File: config.mk
export PLATFORM = sky130hd
export DESIGN_NAME = trivium_stream_xor
export DESIGN_NICKNAME = d
export VERILOG_FILES = /design/src/rtl/trivium_pkg.sv /design/src/rtl/trivium_round.sv /design/src/rtl/trivium_stream_xor.sv
export SDC_FILE = /design/constraint.sdc
export NUM_CORES = 1
export LEC_CHECK = 0
export BUFFER_PORTS_ARGS = -buffer_cell sky130_fd_sc_hd__buf_2
export CAP_MARGIN = 20
export CORE_MARGIN = 2
export CORE_UTILIZATION = 62
export DETAILED_ROUTE_END_ITERATION = 10
export PLACE_DENSITY_LB_ADDON = 0.1
export SETUP_SLACK_MARGIN = 0.05
export SLEW_MARGIN = 20
export SYNTH_ARGS = -nofsm -noshare
export SYNTH_HDL_FRONTEND = slang
export SYNTH_HIERARCHICAL = 1
export SYNTH_SLANG_ARGS = --single-unit
File: constraint.sdc
create_clock -name clk -period 2.65 [get_ports clk]
set_clock_uncertainty 0.1 [all_clocks]
set_input_delay 0.265 -clock clk [delete_from_list [all_inputs] [get_ports clk]]
set_output_delay 0.265 -clock clk [all_outputs]
set_load 0.02 [all_outputs]
File: src/rtl/trivium_pkg.sv
// Shared Trivium constants: state width, register boundaries, tap positions
// (1-based, matching the published cipher description) and FSM encodings.
package trivium_pkg;

  localparam int STATE_W = 288;

  localparam int R1_END = 93;
  localparam int R2_END = 177;
  localparam int R3_END = 288;

  localparam int T1_OUT_A = 66;
  localparam int T1_OUT_B = 93;
  localparam int T2_OUT_A = 162;
  localparam int T2_OUT_B = 177;
  localparam int T3_OUT_A = 243;
  localparam int T3_OUT_B = 288;

  localparam int T1_AND_A = 91;
  localparam int T1_AND_B = 92;
  localparam int T1_FB    = 171;
  localparam int T2_AND_A = 175;
  localparam int T2_AND_B = 176;
  localparam int T2_FB    = 264;
  localparam int T3_AND_A = 286;
  localparam int T3_AND_B = 287;
  localparam int T3_FB    = 69;

  localparam logic [0:0] ST_EMPTY = 1'b0;
  localparam logic [0:0] ST_RUN   = 1'b1;

  typedef logic [STATE_W-1:0] trivium_state_t;

endpackage

File: src/rtl/trivium_round.sv
// One combinational Trivium round: produces the keystream bit z and the
// shifted state. Bit i of the vector holds s(i+1).
module trivium_round
  import trivium_pkg::*;
(
  input  trivium_state_t state_i,
  output trivium_state_t state_o,
  output logic           z_o
);

  logic t1, t2, t3;

  always_comb begin
    t1  = state_i[T1_OUT_A-1] ^ state_i[T1_OUT_B-1];
    t2  = state_i[T2_OUT_A-1] ^ state_i[T2_OUT_B-1];
    t3  = state_i[T3_OUT_A-1] ^ state_i[T3_OUT_B-1];
    z_o = t1 ^ t2 ^ t3;
    t1  = t1 ^ (state_i[T1_AND_A-1] & state_i[T1_AND_B-1]) ^ state_i[T1_FB-1];
    t2  = t2 ^ (state_i[T2_AND_A-1] & state_i[T2_AND_B-1]) ^ state_i[T2_FB-1];
    t3  = t3 ^ (state_i[T3_AND_A-1] & state_i[T3_AND_B-1]) ^ state_i[T3_FB-1];
    // The three registers shift as one 288-bit vector; only their heads take feedback.
    state_o         = {state_i[STATE_W-2:0], 1'b0};
    state_o[0]      = t3;
    state_o[R1_END] = t1;
    state_o[R2_END] = t2;
  end

endmodule

File: src/rtl/trivium_stream_xor.sv
// Trivium keystream XOR stage: W rounds per accepted word, 1-cycle registered output.
// Optional TRIVIUM_STREAM_COUNT_EN adds a 32-bit accepted-word counter output.
// Handshake: a word moves on a port when its valid and ready are both high at
// the rising clock edge; out_valid/out_data hold until out_ready.
module trivium_stream_xor
  import trivium_pkg::*;
#(
  parameter int W = 8
) (
  input  logic               clk,
  input  logic               reset,
  input  logic               load,
  input  logic [STATE_W-1:0] STR,
  input  logic               in_valid,
  output logic               in_ready,
  input  logic [W-1:0]       in_data,
  output logic               out_valid,
  input  logic               out_ready,
  output logic [W-1:0]       out_data,
  output logic               loaded,
  output logic [0:0]         dbg_state
`ifdef TRIVIUM_STREAM_COUNT_EN
  ,
  output logic [31:0]        word_count
`endif
);

  logic [0:0]     fsm_q, fsm_d;
  trivium_state_t state_q, state_d;
  logic           out_valid_q, out_valid_d;
  logic [W-1:0]   out_data_q, out_data_d;
  logic           accept;

  logic [W:0][STATE_W-1:0] chain;
  logic [W-1:0]            ks;

  assign chain[0] = state_q;

  for (genvar k = 0; k < W; k++) begin : g_round
    trivium_round u_round (
      .state_i (chain[k]),
      .state_o (chain[k+1]),
      .z_o     (ks[k])
    );
  end

  assign in_ready  = (fsm_q == ST_RUN) && !load && (!out_valid_q || out_ready);
  assign accept    = in_valid && in_ready;
  assign out_valid = out_valid_q;
  assign out_data  = out_data_q;
  assign loaded    = (fsm_q == ST_RUN);
  assign dbg_state = fsm_q;

  always_comb begin
    fsm_d       = fsm_q;
    state_d     = state_q;
    out_valid_d = out_valid_q;
    out_data_d  = out_data_q;
    if (load) begin
      fsm_d   = ST_RUN;
      state_d = STR;
    end else if (accept) begin
      state_d = chain[W];
    end
    if (accept) begin
      out_valid_d = 1'b1;
      out_data_d  = in_data ^ ks;
    end else if (out_ready) begin
      out_valid_d = 1'b0;
    end
  end

  always_ff @(posedge clk or negedge reset) begin
    if (!reset) begin
      fsm_q       <= ST_EMPTY;
      state_q     <= '0;
      out_valid_q <= 1'b0;
      out_data_q  <= '0;
    end else begin
      fsm_q       <= fsm_d;
      state_q     <= state_d;
      out_valid_q <= out_valid_d;
      out_data_q  <= out_data_d;
    end
  end

`ifdef TRIVIUM_STREAM_COUNT_EN
  logic [31:0] count_q, count_d;

  always_comb begin
    count_d = count_q;
    if (load) begin
      count_d = '0;
    end else if (accept) begin
      count_d = count_q + 32'd1;
    end
  end

  always_ff @(posedge clk or negedge reset) begin
    if (!reset) begin
      count_q <= '0;
    end else begin
      count_q <= count_d;
    end
  end

  assign word_count = count_q;
`endif

endmodule

* Word level (Yosys, flattened, before mapping)
Index checks and enable logic that the tools add are counted.
** Operators by class
- Mux-type cells :: 4
- Bitwise gates (word level) :: 113
- Reductions and logical operators :: 8
** Operators with widths (count)
- 2-to-1 mux 288 bit :: 2
- XOR 1 bit :: 88
- AND 1 bit :: 24
- XOR 8 bit :: 1
- nonzero test 2 bit :: 2
- logical AND 1 bit :: 3
- zero test 1 bit :: 2
- 2-to-1 mux 1 bit :: 2
- logical OR 1 bit :: 1
** Storage, ports and cells
- Bits in registers :: 298
- Input port bits :: 301
- Output and inout bits :: 12
- Logic and storage cells :: 129

* Longest topological paths before layout
Gate-level depths: netlist of the first run.
- Depth in word-level cells :: 6
- Depth in mapped cells :: 12
- Depth with buffers taken out :: 4

* Cells and area by module
The synthesis of the first run kept the hierarchy.
** By module, submodules not included
- trivium_round :: instances 8, cells an instance 298, area each 2308.5 µm², seq. area each 0.0 µm²
- trivium_stream_xor :: instances 1, cells an instance 1444, area each 16024.1 µm², seq. area each 7457.2 µm²

* Worst setup path before layout of the first run
OpenSTA, ideal clock, no wires.
- Path kind :: flip-flop to flip-flop
- Start :: register state_q[169]
- End :: register out_data_q[7] (netlist: out_data[7])
- Setup time :: 0.125 ns
- Data arrival time :: 2.186 ns
- Data required time :: 2.425 ns
- Path slack :: 0.239 ns
- Cell stages (with the launch flop) :: 12
- Buffers on the path :: 7
- Clock period less this slack :: 2.411 ns
- Cells stage by stage :: dfrtp_1 > buf_4 > buf_4 > buf_4 > buf_4 > buf_4 > buf_4 > buf_4 > xnor2_2 > xnor3_1 > xor2_1 > mux2_2
** On the way
- Cells in the longest elaborated chain, start to end :: 4
** Ends and longest elaborated chain
- start: declaration :: line trivium_stream_xor.sv:29 : trivium_state_t state_q, state_d;
- start signal: assignment :: line trivium_stream_xor.sv:81 : state_q <= state_d;
- XOR 1 bit :: line trivium_round.sv:15 : t2 = state_i[T2_OUT_A-1] ^ state_i[T2_OUT_B-1];
- XOR 1 bit (2 in series) :: line trivium_round.sv:17 : z_o = t1 ^ t2 ^ t3;
- net ks[7] :: line trivium_stream_xor.sv:35 : logic [W-1:0] ks;
- XOR 8 bit :: line trivium_stream_xor.sv:67 : out_data_d = in_data ^ ks;
- end signal: assignment :: line trivium_stream_xor.sv:83 : out_data_q <= out_data_d;
- end: declaration :: line trivium_stream_xor.sv:31 : logic [W-1:0] out_data_q, out_data_d;
The timed path passes the listed nets, and every way through them passes these cells.
A chain may end at the register's enable or synchronous reset.

* Worst setup path in the final report of the first run
- Start :: register fsm_q (netlist: dbg_state)
- End :: output in_ready
** On the way
- Cells in the longest elaborated chain, start to end :: 2
** Ends and longest elaborated chain
- start: declaration :: line trivium_stream_xor.sv:28 : logic [0:0] fsm_q, fsm_d;
- start signal: assignment :: line trivium_stream_xor.sv:80 : fsm_q <= fsm_d;
- logical AND 1 bit (2 in series) :: line trivium_stream_xor.sv:47 : assign in_ready = (fsm_q == ST_RUN) && !load && (!out_valid_q || out_ready);
- end: declaration :: line trivium_stream_xor.sv:15 : output logic in_ready,
Every way passes these cells.

==> results of run 1 <==
[power groups by stage]
| stage | logic [mW] | clock network (mW) | registers (mW) |
|---|---|---|---|
| floorplan | 8.16 | 0 | 5.48 |
| global placement | 3.38 | 0 | 5.66 |
| detailed placement | 3.40 | 0 | 5.66 |
| CTS | 3.76 | 5.25 | 5.59 |
| global route | 4.04 | 5.44 | 5.65 |
| finish | 3.75 | 5.11 | 5.59 |
[Yosys cell counts (all sizes together)]
master      n  area [um^2]
or2         1         6.26
a41oi     288         2520
xor3       24          571
mux2        8         90.1
clkbuf    116          435
xnor2      24          330
nor2        1         3.75
dfrtp     298         7460
o21ai       1         5.00
nand2      24         90.1
o31ai     288         2160
xor2        8         70.1
buf      2444        18000
nor3        1         16.3
nor2b       2         12.5
xnor3       8          180
nand2b      2         12.5
a2bb2oi   288         2520
inv         2         7.51
[per-stage QoR]
stage	util, %	cell area (um^2)	worst slack [ns]	hold slack, ns
after floorplan	-	34500	0.239	-0.131
after global placement	35.4	19500	0.619	0.173
after detailed placement	35.4	19500	0.618	0.177
after CTS	42.9	23700	0.361	0.00516
after global routing	43.0	23700	0.312	0.0237
final	43.0	23700	0.391	0.0282
[final cells by class]
type | count | share of cell area [%]
Antenna cell | 1 | 0.0106
Clock buffer | 62 | 4.80
Inverter | 2 | 0.0952
Clock inverter | 10 | 0.254
Tap cell | 748 | 3.96
Timing Repair Buffer | 666 | 22.9
Multi-Input combinational cell | 968 | 36.4
Sequential cell | 298 | 31.5
[worst max-delay path, cell delays in order (launching register included)]
cell      delay (ns)
dfrtp_1         0.44
nand2b_4        0.37
buf_12          0.25
nor2_1          0.07
buf_2           0.18
[cells by family after synthesis]
kind of cell    count (synthesis)
xor+xnor                       64
simple gates                   31
flops                         298
mux                             8
compound gates                865
buf+inv                      2562
[state kept, by name (all words and copies together), names as in the netlist]
name and cells:
state_q 288, out_data 8, dbg_state 1, out_valid 1
[layout by cell type (no fill, tap or decap), types with 7 or more instances in the layout]
cell,n
a2bb2oi_1,288
a41oi_1,288
buf_12,35
buf_2,309
buf_4,24
clkbuf_1,18
clkbuf_16,41
clkinv_2,7
dfrtp_1,298
dlygate4sd3_1,295
mux2_2,8
nand2_1,24
o31ai_1,288
xnor2_1,8
xnor2_2,16
xnor3_1,8
xor2_1,8
xor3_1,24
[metal layers]
metal  vias up  wire length [um]  GRT usage (%)
li1       7404                 -              -
met1      8676             32800           35.0
met2       576             34700           39.9
met3       104              3250           2.85
met4         0              2350           8.68
met5         -                 0              0
[worst paths after layout]
check,to,start,cells after the start,slack (ns)
hold reg to reg,out_data[3]$_DFFE_PN0P_,out_data[3]$_DFFE_PN0P_,1,0.41
setup / recovery,in_ready,dbg_state$_DFFE_PN0P_,4,0.39
max in group asynchronous,state_q[200]$_DFFE_PN0P_,reset,3,1.43
min in group asynchronous,state_q[29]$_DFFE_PN0P_,reset,2,0.14
hold / removal,out_data[2]$_DFFE_PN0P_,in_data[2],3,0.03
setup reg to reg,out_data[7]$_DFFE_PN0P_,state_q[280]$_DFFE_PN0P_,4,0.57
==> results.cfg, run 1 <==
[status]
status = completed

[logic_synthesis]
syn_inst = 3828
synth-adder-area-share_pct = 0
ys_types = 23
synthMuxAreaShare_pct = 0.261
syn-cell-area_um2 = 34500
synth_top_family_by_area = buffers and inverters
ys_warn_count = 6
synth_area_per_cell_um2 = 9.01
syn-num-nets = 4129
synthSimpleGateAreaFrac_pct = 0.410
ys_ff_latch = 298
ys_seq_area_share_pct = 21.6
synth_compound_area_share_pct = 20.9
synthXorXnorAreaFrac_pct = 3.34

[final_layout]
num-nets-final = 2277
area.growth.synth_to_final_pct = -31.4
final_layout_size_suffix_gt1_share_pct = 22.8
ff_latch_area_um2 = 7460
final.fill_count = 5375
finalNonFillerCells = 2755
multiInputGateArea_um2 = 8620

[critical_path]
cp-end-kind = primary output
cp_max_fo = 23
crit_arrival_ns = 1.89
critical_path_class = flop to primary output
start_kind = flop
crit_required_ns = 2.29

[detailed_routing]
avgViaCountPerCell = 6.08
wire_per_inst_um = 26.5
ant_nets = 0
drt-total-wl_um = 73100
drtIter0Drc = 1474
drc = 0
dr.pass1.iters = 8
vias = 16800

[clocking]
postCtsSetupBuffers = 0
hold_buffers = 295
cts_tree = done
htreeDepth = 2
cts.path.max_buffers = 3
post_cts_resized = 0
cts_buffers = 40
cts.sinks = 298
path_clk_slew_ns = 0.06
clock_latency_ns = 0.56
cts_root_buf = clkbuf_16

[timing]
final.setup.tns_ns = 0
setup-violations-final = 0
post-route-period-util_pct = 85.2
hold_violations = 0
slew_violations = 0
tightestPinTransition_ns = 0.875
rsz0062_at_grt = no
timing.fmax_mhz = 443
fin_crit_ns = 2.26
slew_headroom_pct = 41.7

[power]
power_switching_mw = 4.51
powerDensity_nw_per_um2 = 611
power_frac_comb_pct = 26.0
clockPowerShare_pct = 35.4
switching_share_pct = 31.2
ir_drop_v = 0.000351
p_leak_nw = 9.64
power.internal_mw = 9.94
power_mw = 14.5
power_frac_seq_pct = 38.7

[placement]
dp_hpwl_um = 44000
dp.cells = 2387
port_buffers = 312
place_congestion = 0.762

[die]
die_w_um = 240
die_h_um = 240
ios = 313
initial_core_util_pct = 62.6
fp-row-count = 86
core_area_um2 = 55100
dieArea_um2 = 57500

[global_route]
antenna_found_initial = 1
track_usage_pct = 25.0
grt_remaining_overflow = 0
grt_pass1_wl_um = 111000
grt_pass1_vias = 17100
grt_max_degree = 158

[job]
maxCapViolCount = 0

[worst_hold_path]
min_path_type = input pin to flop
Note: power is estimated with default switching activity, not from simulation.
==> inputs of run 2 (changes only) <==
==> constraint.sdc (replaced) <==
create_clock -name clk -period 2.65 [get_ports clk]
set_clock_uncertainty 0.1 [all_clocks]
set_input_delay 0 -clock clk [delete_from_list [all_inputs] [get_ports clk]]
set_output_delay 0 -clock clk [all_outputs]
set_load 0.02 [all_outputs]
==> run 2 against run 1 <==
Against the previous run:
- register-to-register slack lost 0.39 ns
- critical path depth is 2 higher
- utilization up 1.9 points
- clock-buffer cell count did not move
==> results.cfg, run 2 (synthesis results as in run 1) <==
[status]
status = completed

[global_route]
grt_max_degree = 110
grt_pass1_wl_um = 113000
antenna_found_initial = 2
grt_remaining_overflow = 0
track_usage_pct = 25.4
grt_pass1_vias = 17500

[critical_path]
cp_top_family = buffers and inverters
cp-end-kind = flop
path_buf_inv = 3
crit_arrival_ns = 2.86
ff2ff_path_depth = 6
crit_required_ns = 3.03
r2r_slack_ns = 0.18
crit_chain = nor2b_4 -> buf_12 -> buf_16 -> a41oi_1 -> a2bb2oi_1 -> dlygate4sd3_1
start_kind = flop
timing.rr.end = state_q[93]$_DFFE_PN0P_
slowest_delay_ns = 0.56
cp_max_fo = 60
r2r-start = dbg_state$_DFFE_PN0P_
slowest_stage = dlygate4sd3_1
critical_path_class = flop to flop

[job]
maxCapViolCount = 0

[detailed_routing]
drc = 0
wl_met3_um = 3940
dr.pass1.iters = 5
met2_length_um = 35400
vias = 17100
drtIter0Drc = 1497
top_layer_used = met5
drt-total-wl_um = 74300
met1Wirelength_um = 32700
wire_per_inst_um = 26.0
ant_nets = 0
avgViaCountPerCell = 5.99

[timing]
rsz0062_at_grt = no
hold_violations = 0
slew_headroom_pct = 41.5
setup-violations-final = 0
tightestPinTransition_ns = 0.877
timing.fmax_mhz = 404
fin_crit_ns = 2.47
post-route-period-util_pct = 93.4
slew_violations = 0
final.setup.tns_ns = 0

[final_layout]
final_layout_size_suffix_gt1_share_pct = 21.6
fin_area_um2 = 24700
largest_register_ffs = 288
finalNonFillerCells = 2853
area.growth.synth_to_final_pct = -28.4
layout_common_cells = 399 x dlygate4sd3_1, 309 x buf_2, 298 x dfrtp_1
top_register = state_q
num-nets-final = 2377
layout_commonest_cell = dlygate4sd3_1

[clocking]
cts_buffers = 39
htreeDepth = 2
postCtsSetupBuffers = 0
cts.sinks = 298
cts_tree = done
clock_latency_ns = 0.55
path_clk_slew_ns = 0.06
cts.path.max_buffers = 3
cts_root_buf = clkbuf_16

[die]
initial_core_util_pct = 62.6
die_h_um = 240
dieArea_um2 = 57500
ios = 313
fp-row-count = 86
die_w_um = 240
core_area_um2 = 55100

[placement]
dp_hpwl_um = 44500
postPlaceCellArea_um2 = 19400
port_buffers = 312
place_congestion = 0.791
dp.cells = 2384

[worst_hold_path]
min_to = state_q[5]$_DFFE_PN0P_
hp-start = out_ready
worstHoldPathCells = 5
min_path_type = input pin to flop

[power]
power_mw = 15.0
p_leak_nw = 10.0
powerDensity_nw_per_um2 = 609
ir_drop_v = 0.000366
run 2: power by group:
part | switching (mW) | internal, mW | leakage, nW | total, mW
combinational | 1.90 | 2.08 | 6.04 | 3.98
clock | 2.12 | 3.34 | 0.632 | 5.46
sequential | 0.479 | 5.10 | 3.37 | 5.58
run 2: tightest hold or removal path: stages:
cell and delay [ns]:
buf_2 0.11, nor2b_4 0.05, buf_12 0.17, o31ai_1 0.24, a2bb2oi_1 0.06
run 2: worst max path at each step:
| stage | start | to | slack [ns] | depth (start not counted) |
|---|---|---|---|---|
| floorplan | state_q[169]$_DFFE_PN0P_ | out_data[7]$_DFFE_PN0P_ | 0.24 | 11 |
| global placement | state_q[161]$_DFFE_PN0P_ | out_data[0]$_DFFE_PN0P_ | 0.70 | 4 |
| detailed placement | state_q[161]$_DFFE_PN0P_ | out_data[0]$_DFFE_PN0P_ | 0.71 | 4 |
| CTS | dbg_state$_DFFE_PN0P_ | state_q[93]$_DFFE_PN0P_ | 0.22 | 6 |
| global route | dbg_state$_DFFE_PN0P_ | state_q[95]$_DFFE_PN0P_ | 0.06 | 6 |
| finish | dbg_state$_DFFE_PN0P_ | state_q[93]$_DFFE_PN0P_ | 0.18 | 6 |
run 2: area by class of cell:
cell class              count  area, um^2
fillers                  5266       30400
clock buffers              62        1180
inverters                   2        22.5
well taps                 748         936
flip-flops and latches    298        7460
repair buffers            767        6350
clock inverters             6         105
diodes                      2        5.00
multi-input cells         968        8620
run 2: what timing repair did:
item / in CTS / in global routing
hold endpoints to repair: 594 / 0
gates resized for setup: 0 / 1
endpoints found under the setup margin: 0 / 1
hold buffers: 399 / 0
run 2: metrics by stage:
stage                     utilization, %  hold WS (ns)  setup slack [ns]
after floorplan                        -        -0.396             0.239
after global placement              35.2       -0.0258             0.704
after detailed placement            35.2       -0.0348             0.707
after CTS                           44.8        0.0181             0.216
after global routing                44.8        0.0578            0.0564
final                               44.8        0.0296             0.176
run 2: layer usage:
layer  up-vias  track usage, %
met4         2            8.41
met5         -               0
li1       7591               -
met2       601            40.1
met3       110            3.49
met1      8784            35.9
==> inputs of run 3 (changes only) <==
--- a/config.mk
+++ b/config.mk
@@ -7,11 +7,12 @@
 export LEC_CHECK = 0
 export BUFFER_PORTS_ARGS = -buffer_cell sky130_fd_sc_hd__buf_2
 export CAP_MARGIN = 20
-export CORE_MARGIN = 2
-export CORE_UTILIZATION = 62
+export CORE_MARGIN = 5
+export CORE_UTILIZATION = 50
 export DETAILED_ROUTE_END_ITERATION = 10
 export PLACE_DENSITY_LB_ADDON = 0.1
 export SETUP_SLACK_MARGIN = 0.05
+export SKIP_LAST_GASP = 1
 export SLEW_MARGIN = 20
 export SYNTH_ARGS = -nofsm -noshare
 export SYNTH_HDL_FRONTEND = slang
==> run 3 against run 2 <==
Against the previous run:
- fmax increased by 0.15%
- clock power decreased by 0.9%
- flip-flop and latch count stayed put
- hold slack improved by 0.066 ns
- global-route usage fell by 4.7 points
- critical path type unchanged
==> results.cfg, run 3 (synthesis results as in run 1) <==
[power]
powerDensity_nw_per_um2 = 607
power_switching_mw = 4.68
power.internal_mw = 10.3
p_leak_nw = 9.99
power_frac_comb_pct = 26.6
ir_drop_v = 0.000372
power_frac_seq_pct = 37.4
switching_share_pct = 31.2
clockPowerShare_pct = 36.1

[clocking]
cts_root_buf = clkbuf_16
clock_latency_ns = 0.55
cts.path.max_buffers = 3
cts_buffers = 41
postCtsSetupBuffers = 0
htreeDepth = 2
path_clk_slew_ns = 0.06
cts.sinks = 298
post_cts_resized = 0
cts_tree = done

[placement]
port_buffers = 312
dp_hpwl_um = 48600
postPlaceCellArea_um2 = 19700
dp.cells = 2524
place_congestion = 0.763

[job]
maxCapViolCount = 0

[detailed_routing]
drc = 0
wire_per_inst_um = 26.8
dr.pass1.iters = 5
vias = 17000
ant_nets = 0
drt-total-wl_um = 79500
avgViaCountPerCell = 5.71
drtIter0Drc = 1289

[critical_path]
cp-end-kind = flop
start_kind = flop
crit_chain = nor2b_4 -> buf_12 -> buf_4 -> a41oi_1 -> a2bb2oi_1 -> dlygate4sd3_1
cp_top_family = buffers and inverters
critical_path_class = flop to flop
cp_max_fo = 64
slowest_delay_ns = 0.56
r2r_slack_ns = 0.18
crit_required_ns = 3.04
path_buf_inv = 3
slowest_stage = dlygate4sd3_1
crit_arrival_ns = 2.86

[die]
initial_core_util_pct = 50.4
fp-row-count = 96
core_area_um2 = 68500
ios = 313
dieArea_um2 = 74300
die_h_um = 273
die_w_um = 273

[final_layout]
num-nets-final = 2356
area.growth.synth_to_final_pct = -28.4
largest_register_ffs = 288
final_layout_size_suffix_gt1_share_pct = 22.6
fin_area_um2 = 24700
top_register = state_q
finalNonFillerCells = 2967
layout_common_cells = 369 x dlygate4sd3_1, 309 x buf_2, 298 x dfrtp_1
layout_commonest_cell = dlygate4sd3_1

[global_route]
antenna_found_initial = 4
grt_remaining_overflow = 0
grt_max_degree = 151
grt_pass1_wl_um = 120000
grt_pass1_vias = 17700
track_usage_pct = 20.7

[timing]
timing.fmax_mhz = 405
hold_violations = 0
slew_violations = 0
setup-violations-final = 0
rsz0062_at_grt = yes
slew_headroom_pct = 38.6
tightestPinTransition_ns = 0.922
post-route-period-util_pct = 93.2
fin_crit_ns = 2.47
final.setup.tns_ns = 0

[status]
status = completed

[worst_hold_path]
min_path_type = input pin to flop
## run 3: final timing paths
kind / start / endpoint / cells past startpoint
worst max-delay path: dbg_state$_DFFE_PN0P_ / state_q[65]$_DFFE_PN0P_ / 6
min in group asynchronous: reset / state_q[35]$_DFFE_PN0P_ / 4
worst min register to register: out_data[3]$_DFFE_PN0P_ / out_data[3]$_DFFE_PN0P_ / 1
worst max register to register: dbg_state$_DFFE_PN0P_ / state_q[65]$_DFFE_PN0P_ / 6
max in group asynchronous: reset / state_q[225]$_DFFE_PN0P_ / 5
worst min-delay path: in_valid / state_q[24]$_DFFE_PN0P_ / 4
## run 3: power groups by stage
stage / Combinational (mW) / Clock [mW] / Sequential (mW)
after global routing: 4.30 / 5.77 / 5.67
after detailed placement: 3.47 / 0 / 5.68
after floorplan: 8.16 / 0 / 5.48
after global placement: 3.47 / 0 / 5.68
final: 3.98 / 5.41 / 5.60
after CTS: 4.02 / 5.61 / 5.60
## run 3: cell type report
type | count | area, um^2
well taps | 882 | 1100
flip-flops and latches | 298 | 7460
clock buffers | 56 | 1170
inverters | 2 | 22.5
repair buffers | 744 | 6200
clock inverters | 13 | 98.8
diodes | 4 | 10.0
multi-input cells | 968 | 8620
fillers | 6903 | 43800
## run 3: what timing repair did
item / 4_1_cts / 5_1_grt
hold buffers: 370 / 0
hold endpoints to repair: 549 / 0
setup endpoints to repair: 0 / 1
## run 3: metrics by stage
stage	total power, mW	hold slack [ns]	setup WS [ns]	utilization [%]
finish	15.0	0.0957	0.180	36.1
global route	15.7	0.108	0.0484	36.1
detailed placement	9.15	-0.0836	0.568	28.8
CTS	15.2	0.0641	0.201	36.1
global placement	9.15	-0.0856	0.575	28.8
floorplan	13.6	-0.396	0.239	-
## run 3: worst register-to-register path, delay by kind of cell (launching register included)
family                 cells  cell delay, ns
AND/OR/NAND/NOR            1            0.29
buffers and inverters      3            1.24
AO/OA/AOI/OAI              2            0.34
flip-flops                 1            0.44
## run 3: per-layer routing
layer	vias up	share of wire, %	global-route usage, %	wire, um
li1	7543	-	-	-
met1	8859	46	29.5	36700
met2	469	48	33.6	37800
met3	81	4.3	2.86	3400
met4	0	2.0	4.48	1630
met5	-	0	0	0
